`src/rtl/rtc_bcd_timekeeper.sv`:
```
// rtc_bcd_timekeeper: six-digit BCD real-time clock (HH:MM:SS).
// An internal prescaler turns the system clock into one tick per second.
// The block adds run/pause, a validated time load, a 12/24-hour display,
// a seconds strobe and registered 7-segment outputs for the display mux.
// Optional alarm comparator: define RTC_ALARM_EN to include it.
module rtc_bcd_timekeeper #(
    parameter int CLK_HZ      = 50000000,
    parameter int SEG_ACT_LOW = 1
) (
    input  logic        clk,
    input  logic        rst,
    input  logic        run_en,
    input  logic        mode_12h,
    input  logic        load,
    input  logic [23:0] set_time,
`ifdef RTC_ALARM_EN
    input  logic [15:0] alarm_time,
    input  logic        alarm_arm,
    input  logic        alarm_clr,
    output logic        alarm,
`endif
    output logic        load_err,
    output logic        sec_tick,
    output logic        pm,
    output logic [6:0]  seg_hr_m,
    output logic [6:0]  seg_hr_l,
    output logic [6:0]  seg_min_m,
    output logic [6:0]  seg_min_l,
    output logic [6:0]  seg_sec_m,
    output logic [6:0]  seg_sec_l
);

    localparam int PW = (CLK_HZ > 2) ? $clog2(CLK_HZ) : 1;
    localparam logic [PW-1:0] PRESC_MAX = PW'(CLK_HZ - 1);
    localparam logic [6:0] SEG_ZERO = (SEG_ACT_LOW != 0) ? 7'b0000001 : 7'b1111110;

    logic [PW-1:0] presc_q, presc_d;
    logic [23:0]   time_q, time_d;
    logic          sec_tick_q, sec_tick_d;
    logic          load_err_q, load_err_d;
    logic          pm_q, pm_d;
    logic [6:0]    seg_hr_m_q, seg_hr_m_d, seg_hr_l_q, seg_hr_l_d;
    logic [6:0]    seg_min_m_q, seg_min_m_d, seg_min_l_q, seg_min_l_d;
    logic [6:0]    seg_sec_m_q, seg_sec_m_d, seg_sec_l_q, seg_sec_l_d;

    logic          tick;
    logic          load_ok;
    logic          load_take;
    logic [23:0]   time_inc;
    logic [4:0]    hour_bin;
    logic [4:0]    disp_hour;
    logic          disp_tens;
    logic [3:0]    disp_units;

    // Raw pattern is active-low (0 lights a segment); invert for active-high boards.
    function automatic logic [6:0] seg_enc(input logic [3:0] d, input logic blank);
        logic [6:0] raw;
        case (d)
            4'd0:    raw = 7'b0000001;
            4'd1:    raw = 7'b1001111;
            4'd2:    raw = 7'b0010010;
            4'd3:    raw = 7'b0000110;
            4'd4:    raw = 7'b1001100;
            4'd5:    raw = 7'b0100100;
            4'd6:    raw = 7'b0100000;
            4'd7:    raw = 7'b0001111;
            4'd8:    raw = 7'b0000000;
            4'd9:    raw = 7'b0000100;
            default: raw = 7'b1111111;
        endcase
        if (blank) raw = 7'b1111111;
        return (SEG_ACT_LOW != 0) ? raw : ~raw;
    endfunction

    // Load validation and the one-second tick from the prescaler terminal count.
    always_comb begin
        load_ok = (set_time[3:0]   <= 4'd9) && (set_time[7:4]   <= 4'd5) &&
                  (set_time[11:8]  <= 4'd9) && (set_time[15:12] <= 4'd5) &&
                  (set_time[19:16] <= 4'd9) &&
                  ((set_time[23:20] < 4'd2) ||
                   ((set_time[23:20] == 4'd2) && (set_time[19:16] <= 4'd3)));
        load_take = load && load_ok;
        tick      = run_en && (presc_q == PRESC_MAX);
    end

    // BCD time plus one second, rippling carries through minutes and hours.
    always_comb begin
        time_inc = time_q;
        if (time_inc[3:0] != 4'd9) begin
            time_inc[3:0] = time_inc[3:0] + 4'd1;
        end else begin
            time_inc[3:0] = 4'd0;
            if (time_inc[7:4] != 4'd5) begin
                time_inc[7:4] = time_inc[7:4] + 4'd1;
            end else begin
                time_inc[7:4] = 4'd0;
                if (time_inc[11:8] != 4'd9) begin
                    time_inc[11:8] = time_inc[11:8] + 4'd1;
                end else begin
                    time_inc[11:8] = 4'd0;
                    if (time_inc[15:12] != 4'd5) begin
                        time_inc[15:12] = time_inc[15:12] + 4'd1;
                    end else begin
                        time_inc[15:12] = 4'd0;
                        if ((time_inc[23:20] == 4'd2) && (time_inc[19:16] == 4'd3)) begin
                            time_inc[23:16] = 8'h00;
                        end else if (time_inc[19:16] == 4'd9) begin
                            time_inc[19:16] = 4'd0;
                            time_inc[23:20] = time_inc[23:20] + 4'd1;
                        end else begin
                            time_inc[19:16] = time_inc[19:16] + 4'd1;
                        end
                    end
                end
            end
        end
    end

    // Next time/prescaler: a valid load wins over a coincident tick, which is dropped.
    always_comb begin
        presc_d    = presc_q;
        time_d     = time_q;
        sec_tick_d = 1'b0;
        load_err_d = 1'b0;
        if (load_take) begin
            time_d  = set_time;
            presc_d = '0;
        end else begin
            load_err_d = load;
            if (tick) begin
                presc_d    = '0;
                time_d     = time_inc;
                sec_tick_d = 1'b1;
            end else if (run_en) begin
                presc_d = presc_q + PW'(1);
            end
        end
    end

    // Display digits: 12-hour mode maps 00 to 12, 13-23 down by 12 and blanks a leading zero.
    always_comb begin
        hour_bin   = 5'(time_q[23:20]) * 5'd10 + 5'(time_q[19:16]);
        pm_d       = (hour_bin >= 5'd12);
        disp_hour  = hour_bin;
        if (hour_bin == 5'd0) begin
            disp_hour = 5'd12;
        end else if (hour_bin > 5'd12) begin
            disp_hour = hour_bin - 5'd12;
        end
        disp_tens  = (disp_hour >= 5'd10);
        disp_units = disp_tens ? 4'(disp_hour - 5'd10) : 4'(disp_hour);
        if (mode_12h) begin
            seg_hr_m_d = seg_enc(4'd1, !disp_tens);
            seg_hr_l_d = seg_enc(disp_units, 1'b0);
        end else begin
            seg_hr_m_d = seg_enc(time_q[23:20], 1'b0);
            seg_hr_l_d = seg_enc(time_q[19:16], 1'b0);
        end
        seg_min_m_d = seg_enc(time_q[15:12], 1'b0);
        seg_min_l_d = seg_enc(time_q[11:8], 1'b0);
        seg_sec_m_d = seg_enc(time_q[7:4], 1'b0);
        seg_sec_l_d = seg_enc(time_q[3:0], 1'b0);
    end

    // State and display registers; reset shows 00:00:00.
    always_ff @(posedge clk or posedge rst) begin
        if (rst) begin
            presc_q     <= '0;
            time_q      <= 24'h000000;
            sec_tick_q  <= 1'b0;
            load_err_q  <= 1'b0;
            pm_q        <= 1'b0;
            seg_hr_m_q  <= SEG_ZERO;
            seg_hr_l_q  <= SEG_ZERO;
            seg_min_m_q <= SEG_ZERO;
            seg_min_l_q <= SEG_ZERO;
            seg_sec_m_q <= SEG_ZERO;
            seg_sec_l_q <= SEG_ZERO;
        end else begin
            presc_q     <= presc_d;
            time_q      <= time_d;
            sec_tick_q  <= sec_tick_d;
            load_err_q  <= load_err_d;
            pm_q        <= pm_d;
            seg_hr_m_q  <= seg_hr_m_d;
            seg_hr_l_q  <= seg_hr_l_d;
            seg_min_m_q <= seg_min_m_d;
            seg_min_l_q <= seg_min_l_d;
            seg_sec_m_q <= seg_sec_m_d;
            seg_sec_l_q <= seg_sec_l_d;
        end
    end

`ifdef RTC_ALARM_EN
    logic alarm_q, alarm_d;

    // Alarm latches only on a real tick reaching HH:MM:00, never on a load.
    always_comb begin
        alarm_d = alarm_q;
        if (!alarm_arm || alarm_clr) begin
            alarm_d = 1'b0;
        end else if (tick && !load_take && (time_inc == {alarm_time, 8'h00})) begin
            alarm_d = 1'b1;
        end
    end

    // Alarm flag register.
    always_ff @(posedge clk or posedge rst) begin
        if (rst) begin
            alarm_q <= 1'b0;
        end else begin
            alarm_q <= alarm_d;
        end
    end

    assign alarm = alarm_q;
`endif

    assign load_err  = load_err_q;
    assign sec_tick  = sec_tick_q;
    assign pm        = pm_q;
    assign seg_hr_m  = seg_hr_m_q;
    assign seg_hr_l  = seg_hr_l_q;
    assign seg_min_m = seg_min_m_q;
    assign seg_min_l = seg_min_l_q;
    assign seg_sec_m = seg_sec_m_q;
    assign seg_sec_l = seg_sec_l_q;

endmodule

```
`config.mk`:
```
export PLATFORM = sky130hd
export DESIGN_NAME = rtc_bcd_timekeeper
export DESIGN_NICKNAME = d
export VERILOG_FILES = /design/src/rtl/rtc_bcd_timekeeper.sv
export SDC_FILE = /design/constraint.sdc
export NUM_CORES = 1
export LEC_CHECK = 0
export BUFFER_PORTS_ARGS = -buffer_cell sky130_fd_sc_hd__buf_2
export CAP_MARGIN = 20
export CORE_MARGIN = 2
export CORE_UTILIZATION = 57
export CTS_CLUSTER_SIZE = 24
export DETAILED_ROUTE_END_ITERATION = 10
export PLACE_DENSITY = 0.79
export SYNTH_ARGS = -nofsm -noshare
export SYNTH_HDL_FRONTEND = slang
export SYNTH_SLANG_ARGS = --single-unit
```
`constraint.sdc`:
```
create_clock -name clk -period 6.21 [get_ports clk]
set_clock_uncertainty 0.2 [all_clocks]
set_input_delay 1.863 -clock clk [delete_from_list [all_inputs] [get_ports clk]]
set_output_delay 1.863 -clock clk [all_outputs]
set_load 0.05 [all_outputs]
```
==> results of run 1 <==
cell usage in the layout (no fill, tap or decap), types with 3 or more instances in the layout:
| cell type | count |
|---|---|
| a211oi_1 | 3 |
| a21o_1 | 3 |
| a21oi_1 | 49 |
| a221oi_1 | 3 |
| a31oi_1 | 15 |
| and2_1 | 4 |
| and3_1 | 11 |
| and4_1 | 5 |
| buf_2 | 73 |
| clkbuf_8 | 9 |
| clkinv_2 | 3 |
| dfrtp_1 | 89 |
| dfstp_2 | 6 |
| ha_1 | 41 |
| inv_1 | 29 |
| mux2i_1 | 3 |
| nand2_1 | 61 |
| nand2b_1 | 10 |
| nand3_1 | 41 |
| nand4_1 | 14 |
| nor2_1 | 80 |
| nor2b_1 | 5 |
| nor3_1 | 6 |
| nor4_1 | 7 |
| nor4b_1 | 6 |
| o211ai_1 | 3 |
| o21a_1 | 3 |
| o21ai_0 | 54 |
| o22ai_1 | 4 |
| or2_2 | 8 |
| or3_1 | 5 |
| or3b_2 | 3 |
| or4_1 | 5 |
| xnor2_1 | 5 |
| xor2_1 | 17 |
worst max path at each step:
stage	endpoint	slack (ns)	cells after the start
6_report	seg_hr_l[4]$_DFF_PP0_	1.31	15
5_1_grt	seg_hr_l[4]$_DFF_PP0_	1.04	15
4_1_cts	seg_hr_l[4]$_DFF_PP0_	1.39	15
3_5_place_dp	seg_hr_l[4]$_DFF_PP0_	1.41	15
3_3_place_gp	seg_hr_l[4]$_DFF_PP0_	1.60	15
2_1_floorplan	load_err$_DFF_PP0_	1.68	1
state kept, by name (all words and copies together), names as in the netlist:
| signal | count |
|---|---|
| seg_min_l | 7 |
| presc_q | 26 |
| seg_sec_m | 7 |
| time_q | 24 |
| seg_sec_l | 7 |
| pm | 1 |
| seg_hr_l | 7 |
| seg_hr_m | 7 |
| seg_min_m | 7 |
| sec_tick | 1 |
| load_err | 1 |
layer usage:
| layer | GRT usage | routed length, µm | vias to the layer above |
|---|---|---|---|
| li1 | - | - | 2461 |
| met1 | 0.343 | 6270 | 2409 |
| met2 | 0.404 | 6400 | 180 |
| met3 | 0.0421 | 779 | 20 |
| met4 | 0.0714 | 166 | 2 |
| met5 | 0 | 13 | - |
power breakdown:
group	internal (W)	switching (W)	total (W)
clock network	0.000228	0.000226	0.000453
registers	0.000726	0.0000807	0.000807
logic	0.000240	0.000565	0.000805
critical path, delay by kind of cell (launching register included):
kind,cells,cell delay (ns)
adders and majority gates,5,1.43
AOI/OAI and AO/OA,5,1.19
and+or+nand+nor,4,1.01
DFF,1,0.62
xor gates and xnor gates,1,0.38
metrics by stage:
step | total power [W] | hold slack, ns | util
detailed placement | 0.00161 | 0.321 | 0.637
global placement | 0.00159 | 0.298 | 0.637
finish | 0.00206 | 0.341 | 0.659
CTS | 0.00206 | 0.331 | 0.659
floorplan | 0.00143 | 0.272 | -
global route | 0.00217 | 0.385 | 0.659
cells by family (layout without fill, tap and decap cells):
logic type	after synthesis	in the layout	synth area share
and+or+nand+nor	277	277	0.238
AOI/OAI and AO/OA	164	164	0.178
DFF	95	95	0.408
buffers and inverters	58	121	0.0385
adders and majority gates	42	42	0.0912
xor gates and xnor gates	24	24	0.0411
muxes	3	3	0.00514
area by class of cell:
| type | instances | share of cell area |
|---|---|---|
| Tap cell | 133 | 0.0256 |
| Inverter | 30 | 0.0175 |
| Timing Repair Buffer | 75 | 0.0585 |
| Multi-Input combinational cell | 510 | 0.498 |
| Sequential cell | 95 | 0.367 |
| Clock buffer | 9 | 0.0191 |
| Clock inverter | 7 | 0.0146 |
==> results.yml, run 1 <==
synthesis:
  yosys_warnings: 0
  synth_ff_type: "dfrtp_1"
  synth_area_um2: 5840
  synth_top_cell_area_share: 0.381
  ys_ff_latch: 95
  synth-edff-count: 0
  syn_inst: 663
  synth.distinct_cells: 66
  syn-mean-instance-area_um2: 8.82
  synth.yosys.seq_area_share: 0.408
  synth_commonest_cells: "dfrtp_1, nor2_1, nand2_1"
  async_flop_share: 1.00
  syn_nets: 734
  synthMostInstantiatedCell: "dfrtp_1"
  synth_area_leaders: "dfrtp_1, ha_1, nor2_1, o21ai_0, a21oi_1"
  yosysTopAreaCell: "dfrtp_1"
drt:
  finalWirelength_um: 13600
  antenna_left: 0
  wl_per_cell_um: 15.9
  viasPerCell: 5.90
  drt_pass1_iterations: 5
  drc: 0
  drtIter0Drc: 378
  vias: 5072
cells_and_area:
  final_cell_area_um2: 6500
  fillers: 767
  fin_nets: 792
  drive_above_1_share: 0.168
  seq_area_um2: 2380
  fin_cells: 859
  area_growth_pct: 11.2
  antennaDiodeCount: 0
  multi_input_area_um2: 3230
timing:
  max_freq_ghz: 0.204
  worst_pin_slew_ns: 0.708
  min_period_over_period: 0.789
  hold_viol: 0
  setup_tns_ns: 0
  drv_slew: 0
  rsz0062_at_grt: "no"
  slew_headroom: 0.528
  postLayoutSetupSlackWorst_ns: 1.31
  finalSetupViolCount: 0
  fin_crit_ns: 4.90
hold_path:
  hold_path_class: "reg2reg"
  hold_path_end: "presc_q[22]$_DFFE_PP0P_"
  hp-start: "presc_q[22]$_DFFE_PP0P_"
  hold_depth: 1
die:
  dieArea_um2: 11100
  num_rows: 36
  die_x_um: 105
  coreArea_um2: 9860
  ioPinCount: 74
  fp.dieH_um: 105
  start_util: 0.592
power:
  ir_drop_mv: 0.300
  power.density_nw_per_um2: 318
  power_leakage_nw: 2.94
clock_network:
  root_buffer: "clkbuf_8"
  cts_hold_buf: 0
  clk_pin_slew_worst_paths_ns: 0.09
  cts-htree-levels: 3
  clock_sinks: 95
  clk_latency_ns: 0.37
  post_cts_resized: 0
  cts_inserted_buffers: 9
  clock_path_buffers: 2
  post_cts_buffers: 0
  cts_tree: "done"
grt:
  grt_usage: 0.248
  grt_overflow: 0
  grt_max_degree: 58
  grt_pass1_vias: 4809
  grt_pass1_wl_um: 22500
  antenna_found_initial: 1
placement:
  place_congestion: 0.938
  post-place-ws_ns: 1.41
  placed_area_um2: 6280
  dp_hpwl_um: 9860
  io_buffers: 73
  dp_cells: 843
setup_path:
  startpoint: "time_q[22]$_DFFE_PP0P_"
  worst_path_largest_cell_delay_ns: 0.62
  crit_path_end_kind: "register"
  cp_cell_sequence: "ha_1 -> ha_1 -> xor2_1 -> ha_1 -> or3b_2 -> a21oi_1 -> o31ai_4 -> ha_1 -> a41oi_2 -> a21boi_4 -> o21ai_0 -> ha_1 -> nand2_1 -> or4_1 -> nand3_1"
  crit_slowest_cell: "dfrtp_1"
  path_common_cell: "ha_1"
  reg2reg_to: "seg_hr_l[4]$_DFF_PP0_"
  reg2regPathDepth: 15
  critPathLaunchType: "register"
  critPathArrivalTime_ns: 5.01
  critPathMaxFanout: 14
  worst-endpoint-required_ns: 6.32
  reg2reg_from: "time_q[22]$_DFFE_PP0P_"
  rrSetupSlack_ns: 1.31
  path_class: "reg2reg"
job:
  cap_viol_max_count: 0
outcome:
  status: "complete, no violations"
No activity file was read; power rests on OpenSTA's default activity.
==> run 2: changes to the inputs <==
--- a/config.mk
+++ b/config.mk
@@ -5,6 +5,7 @@
 export SDC_FILE = /design/constraint.sdc
 export NUM_CORES = 1
 export LEC_CHECK = 0
+export ABC_AREA = 1
 export BUFFER_PORTS_ARGS = -buffer_cell sky130_fd_sc_hd__buf_2
 export CAP_MARGIN = 20
 export CORE_MARGIN = 2
==> constraint.sdc (replaced) <==
create_clock -name clk -period 4.6 [get_ports clk]
set_clock_uncertainty 0.2 [all_clocks]
set_input_delay 1.38 -clock clk [delete_from_list [all_inputs] [get_ports clk]]
set_output_delay 1.38 -clock clk [all_outputs]
set_load 0.05 [all_outputs]
==> results.yml, run 2 <==
outcome:
  status: "complete, no violations"
clock_network:
  post_cts_resized: 0
  clk_pin_slew_worst_paths_ns: 0.10
  clock_path_buffers: 2
  cts_hold_buf: 0
  cts_tree: "done"
  post_cts_buffers: 0
  clock_sinks: 95
  root_buffer: "clkbuf_8"
  cts_inserted_buffers: 9
  clk_latency_ns: 0.36
  cts-htree-levels: 3
hold_path:
  hold_path_class: "reg2reg"
  hold_depth: 1
  hold_path_end: "presc_q[8]$_DFFE_PP0P_"
  hp-start: "presc_q[8]$_DFFE_PP0P_"
synthesis:
  synth_compound_area_frac: 0.135
  synth_ff_type: "dfrtp_1"
  synth_area_leaders: "dfrtp_1, ha_1, nand2_1, inv_1, o21ai_0"
  synth-adder-area-share: 0.0923
  synth.yosys.seq_area_share: 0.413
  async_flop_share: 1.00
  synth_top_cell_area_share: 0.386
  synthMostInstantiatedCell: "nand2_1"
  synth_top_family_by_area: "simple AND/OR/NAND/NOR gates"
  synth_xor_area_frac: 0.0197
  syn-mean-instance-area_um2: 7.92
  syn_nets: 800
  syn_inst: 729
  synthSimpleGateAreaFrac: 0.254
  synth-edff-count: 0
  ys_ff_latch: 95
  yosys_warnings: 0
  synth_commonest_cells: "nand2_1, inv_1, dfrtp_1"
  synth_mux_area_frac: 0
  synth_area_um2: 5780
  yosysTopAreaCell: "dfrtp_1"
  synth.distinct_cells: 46
drt:
  finalWirelength_um: 12700
  antenna_left: 0
  viasPerCell: 5.41
  drc: 0
  drtIter0Drc: 296
  vias: 5078
  wl_per_cell_um: 13.5
  drt_pass1_iterations: 5
timing:
  setup_tns_ns: 0
  finalSetupViolCount: 0
  min_period_over_period: 0.850
  slew_headroom: 0.374
  hold_viol: 0
  worst_pin_slew_ns: 0.938
  max_freq_ghz: 0.256
  postLayoutSetupSlackWorst_ns: 0.692
  fin_crit_ns: 3.91
  drv_slew: 0
  rsz0062_at_grt: "no"
cells_and_area:
  top_regs: "presc_q (26), time_q (24)"
  largest_reg_flops: 26
  final_common_cell: "nand2_1"
  drive_above_1_share: 0.163
  area_growth_pct: 11.7
  top_register: "presc_q"
  layout_common_cells: "nand2_1, inv_1, dfrtp_1"
  antennaDiodeCount: 0
  fin_nets: 872
placement:
  post-place-ws_ns: 0.473
  place_congestion: 0.938
  dp_hpwl_um: 9610
  io_buffers: 73
setup_path:
  crit_slowest_cell: "dfrtp_1"
  critical_path_buf_inv_count: 6
  reg2reg_to: "seg_hr_l[1]$_DFF_PP0_"
  cp_top_family: "adder cells"
  cp_cell_sequence: "ha_1 -> ha_1 -> xnor2_1 -> inv_1 -> ha_1 -> inv_1 -> nor2_1 -> o211ai_1 -> nand2_1 -> inv_1 -> ha_1 -> inv_1 -> nand2_4 -> nand3_2 -> nand2_1 -> nand2_2 -> inv_1 -> ha_1 -> inv_1 -> nand2_1 -> nand2_1 -> nand2_1 -> nand3_1 -> nand2_1"
  critPathLaunchType: "register"
  startpoint: "time_q[22]$_DFFE_PP0P_"
  path_class: "reg2reg"
  rrSetupSlack_ns: 0.69
  reg2regPathDepth: 24
  critPathArrivalTime_ns: 3.95
  crit_path_end_kind: "register"
  worst-endpoint-required_ns: 4.64
  reg2reg_from: "time_q[22]$_DFFE_PP0P_"
  worst_path_largest_cell_delay_ns: 0.56
  critPathMaxFanout: 11
power:
  ir_drop_mv: 0.149
  power_leakage_nw: 3.24
  power.density_nw_per_um2: 273
grt:
  grt_pass1_wl_um: 21700
  grt_overflow: 0
  antenna_found_initial: 0
  grt_pass1_vias: 4818
  grt_max_degree: 56
  grt_usage: 0.240
job:
  cap_viol_max_count: 0
die:
  dieArea_um2: 11000
  die_x_um: 105
  ioPinCount: 74
  coreArea_um2: 9820
  start_util: 0.588
  num_rows: 36
  fp.dieH_um: 105
-- run 2: kinds of logic after synthesis --
logic type | count (synthesis)
XOR/XNOR | 13
flip-flops | 95
AO/OA/AOI/OAI | 138
adder cells (fa/ha/maj) | 42
AND/OR/NAND/NOR | 314
buffers and inverters | 127
-- run 2: worst max-delay path by stage --
stage,end,slack (ns),depth (start not counted)
floorplan,load_err$_DFF_PP0_,0.55,1
global placement,time_q[20]$_DFFE_PP0P_,0.52,15
detailed placement,time_q[22]$_DFFE_PP0P_,0.47,15
CTS,seg_hr_l[1]$_DFF_PP0_,0.71,24
global route,seg_hr_l[1]$_DFF_PP0_,0.35,24
finish,seg_hr_l[1]$_DFF_PP0_,0.69,24
-- run 2: area by class of cell --
type / count / area (µm²)
clock buffer: 12 / 135
inverter: 111 / 423
timing repair buffer: 77 / 395
tap: 133 / 166
fill: 867 / 3370
multi-input combinational: 507 / 2900
clock inverter: 4 / 47.5
sequential: 95 / 2380
-- run 2: metal layers --
metal / vias up / part of all wire / GRT usage
met4: 0 / 0.016 / 0.0743
met5: - / 0 / 0
li1: 2545 / - / -
met1: 2399 / 0.43 / 0.296
met2: 113 / 0.52 / 0.427
met3: 21 / 0.033 / 0.0405
-- run 2: per-stage QoR --
stage                     instances  cell area, µm²  hold slack, ns   util  power [W]
after floorplan                 729            5780           0.255      -    0.00117
after global placement          923            6270           0.280  0.638    0.00124
after detailed placement        923            6270           0.281  0.638    0.00125
after CTS                       939            6450           0.293  0.657    0.00178
after global routing            939            6450           0.337  0.657    0.00186
final                           939            6450           0.294  0.657    0.00176
-- run 2: where the power goes --
| group | switching [W] | leakage, nW | internal (W) |
|---|---|---|---|
| Sequential | 0.0000507 | 1.02 | 0.000898 |
| Clock | 0.000282 | 0.0904 | 0.000251 |
| Combinational | 0.000196 | 2.13 | 0.0000825 |
==> run 3: changes to the inputs <==
==> constraint.sdc (replaced) <==
create_clock -name clk -period 3.7 [get_ports clk]
set_clock_uncertainty 0.2 [all_clocks]
set_input_delay 1.11 -clock clk [delete_from_list [all_inputs] [get_ports clk]]
set_output_delay 1.11 -clock clk [all_outputs]
set_load 0.05 [all_outputs]
==> results.yml, run 3 (synthesis results as in run 2) <==
outcome:
  status: "complete, no violations"
setup_path:
  cp_top_family: "adder cells"
  critPathMaxFanout: 6
  crit_slowest_cell: "dfrtp_2"
  cp_cell_sequence: "ha_4 -> fa_2 -> xnor2_4 -> inv_2 -> ha_1 -> inv_2 -> nor2_4 -> o211ai_1 -> nand2_1 -> inv_2 -> ha_2 -> inv_2 -> nand2_4 -> nand3_2 -> nand2_1 -> nand2_2 -> inv_2 -> ha_1 -> nand2_1 -> nand2_1 -> nand2_1 -> a21oi_1"
  reg2regPathDepth: 22
  cp.depth: 22
  crit_path_end_kind: "register"
  worst-endpoint-required_ns: 3.75
  critPathArrivalTime_ns: 3.55
  path_class: "reg2reg"
  worst_path_largest_cell_delay_ns: 0.45
  critical_path_buf_inv_count: 5
  critPathLaunchType: "register"
grt:
  grt_max_degree: 96
  grt_overflow: 0
  grt_pass1_wl_um: 22500
  grt_pass1_vias: 4957
  grt_usage: 0.252
  antenna_found_initial: 0
drt:
  drc: 0
  drtIter0Drc: 366
  wl_per_cell_um: 14.2
  vias: 5196
  finalWirelength_um: 13500
  viasPerCell: 5.47
  drt_pass1_iterations: 5
  antenna_left: 0
cells_and_area:
  final_cell_area_um2: 6650
  area_growth_pct: 15.2
  seq_area_um2: 2390
  fin_nets: 883
  top_register: "presc_q"
  largest_reg_flops: 26
  final_common_cell: "nand2_1"
  multi_input_area_um2: 2960
  layout_common_cells: "nand2_1, inv_1, dfrtp_1"
  post-route-util: 0.677
  fillers: 813
  top_regs: "presc_q (26), time_q (24)"
  drive_above_1_share: 0.200
  antennaDiodeCount: 0
timing:
  min_period_over_period: 0.945
  worst_pin_slew_ns: 0.547
  fin_crit_ns: 3.50
  slew_headroom: 0.631
  max_freq_ghz: 0.286
  postLayoutSetupSlackWorst_ns: 0.203
  drv_slew: 0
  hold_viol: 0
  finalSetupViolCount: 0
die:
  num_rows: 36
  dieArea_um2: 11000
  die_x_um: 105
  fp.dieH_um: 105
  start_util: 0.588
  ioPinCount: 74
  coreArea_um2: 9820
placement:
  io_buffers: 73
  post-place-ws_ns: -0.0779
  place_congestion: 0.894
  placed_area_um2: 6350
  dp_hpwl_um: 9940
clock_network:
  cts-htree-levels: 3
  clock_sinks: 95
  clk_latency_ns: 0.37
  cts_inserted_buffers: 9
  cts_tree: "done"
  clock_path_buffers: 2
  clk_pin_slew_worst_paths_ns: 0.10
  root_buffer: "clkbuf_8"
hold_path:
  hold_path_class: "reg2reg"
  hold_depth: 1
power:
  ir_drop_mv: 0.217
  power_leakage_nw: 3.32
  power.density_nw_per_um2: 338
job:
  cap_viol_max_count: 0
## run 3: cell count changes in the layout (fill, tap and decap cells not counted), moves of 3 or more
cell and change:
ha_1 -4, inv_1 -6, clkinv_4 +4, clkbuf_1 -3, buf_4 +9, inv_2 +6
nor2_1 -3
## run 3: per-layer routing
| layer | wire length, µm | vias to the layer above | track usage |
|---|---|---|---|
| met4 | 482 | 0 | 0.129 |
| met3 | 681 | 47 | 0.0337 |
| li1 | - | 2561 | - |
| met5 | 0 | - | 0 |
| met1 | 5480 | 2389 | 0.301 |
| met2 | 6840 | 199 | 0.445 |
## run 3: repair_timing
action	4_1_cts	5_1_grt
buffers inserted	0	4
setup endpoints to repair	4	6
gates resized for setup	5	16
pin swaps	1	5
hold buffers	0	0
cloned	0	0
## run 3: where the power goes
group          internal, W  switching, W  leakage (nW)
Combinational     0.000105      0.000250          2.20
Sequential         0.00112     0.0000672          1.01
Clock             0.000334      0.000378         0.106
## run 3: worst paths after layout
check / start / to / slack [ns]
worst max-delay path: time_q[20]$_DFFE_PP0P_ / seg_hr_l[3]$_DFF_PP0_ / 0.20
worst min-delay path: time_q[7]$_DFFE_PP0P_ / seg_sec_m[4]$_DFF_PP0_ / 0.32
worst max register to register: time_q[20]$_DFFE_PP0P_ / seg_hr_l[3]$_DFF_PP0_ / 0.20
worst min register to register: time_q[7]$_DFFE_PP0P_ / seg_sec_m[4]$_DFF_PP0_ / 0.32
max in group asynchronous: rst / time_q[17]$_DFFE_PP0P_ / 2.23
min in group asynchronous: rst / seg_min_l[1]$_DFF_PP0_ / 0.67
## run 3: cell type report
| class | count | area share |
|---|---|---|
| well taps | 133 | 0.0250 |
| flip-flops and latches | 95 | 0.359 |
| clock buffers | 10 | 0.0207 |
| repair buffers | 88 | 0.0756 |
| multi-input cells | 507 | 0.445 |
| inverters | 111 | 0.0639 |
| clock inverters | 6 | 0.0105 |
## run 3: through the flow
stage | hold slack, ns | cells | setup TNS (ns) | total power (W)
3_5_place_dp | 0.312 | 930 | -0.177 | 0.00155
2_1_floorplan | 0.255 | 729 | 0 | 0.00145
4_1_cts | 0.318 | 946 | 0 | 0.00227
5_1_grt | 0.328 | 950 | -0.00654 | 0.00237
6_report | 0.317 | 950 | 0 | 0.00225
3_3_place_gp | 0.295 | 930 | 0 | 0.00154
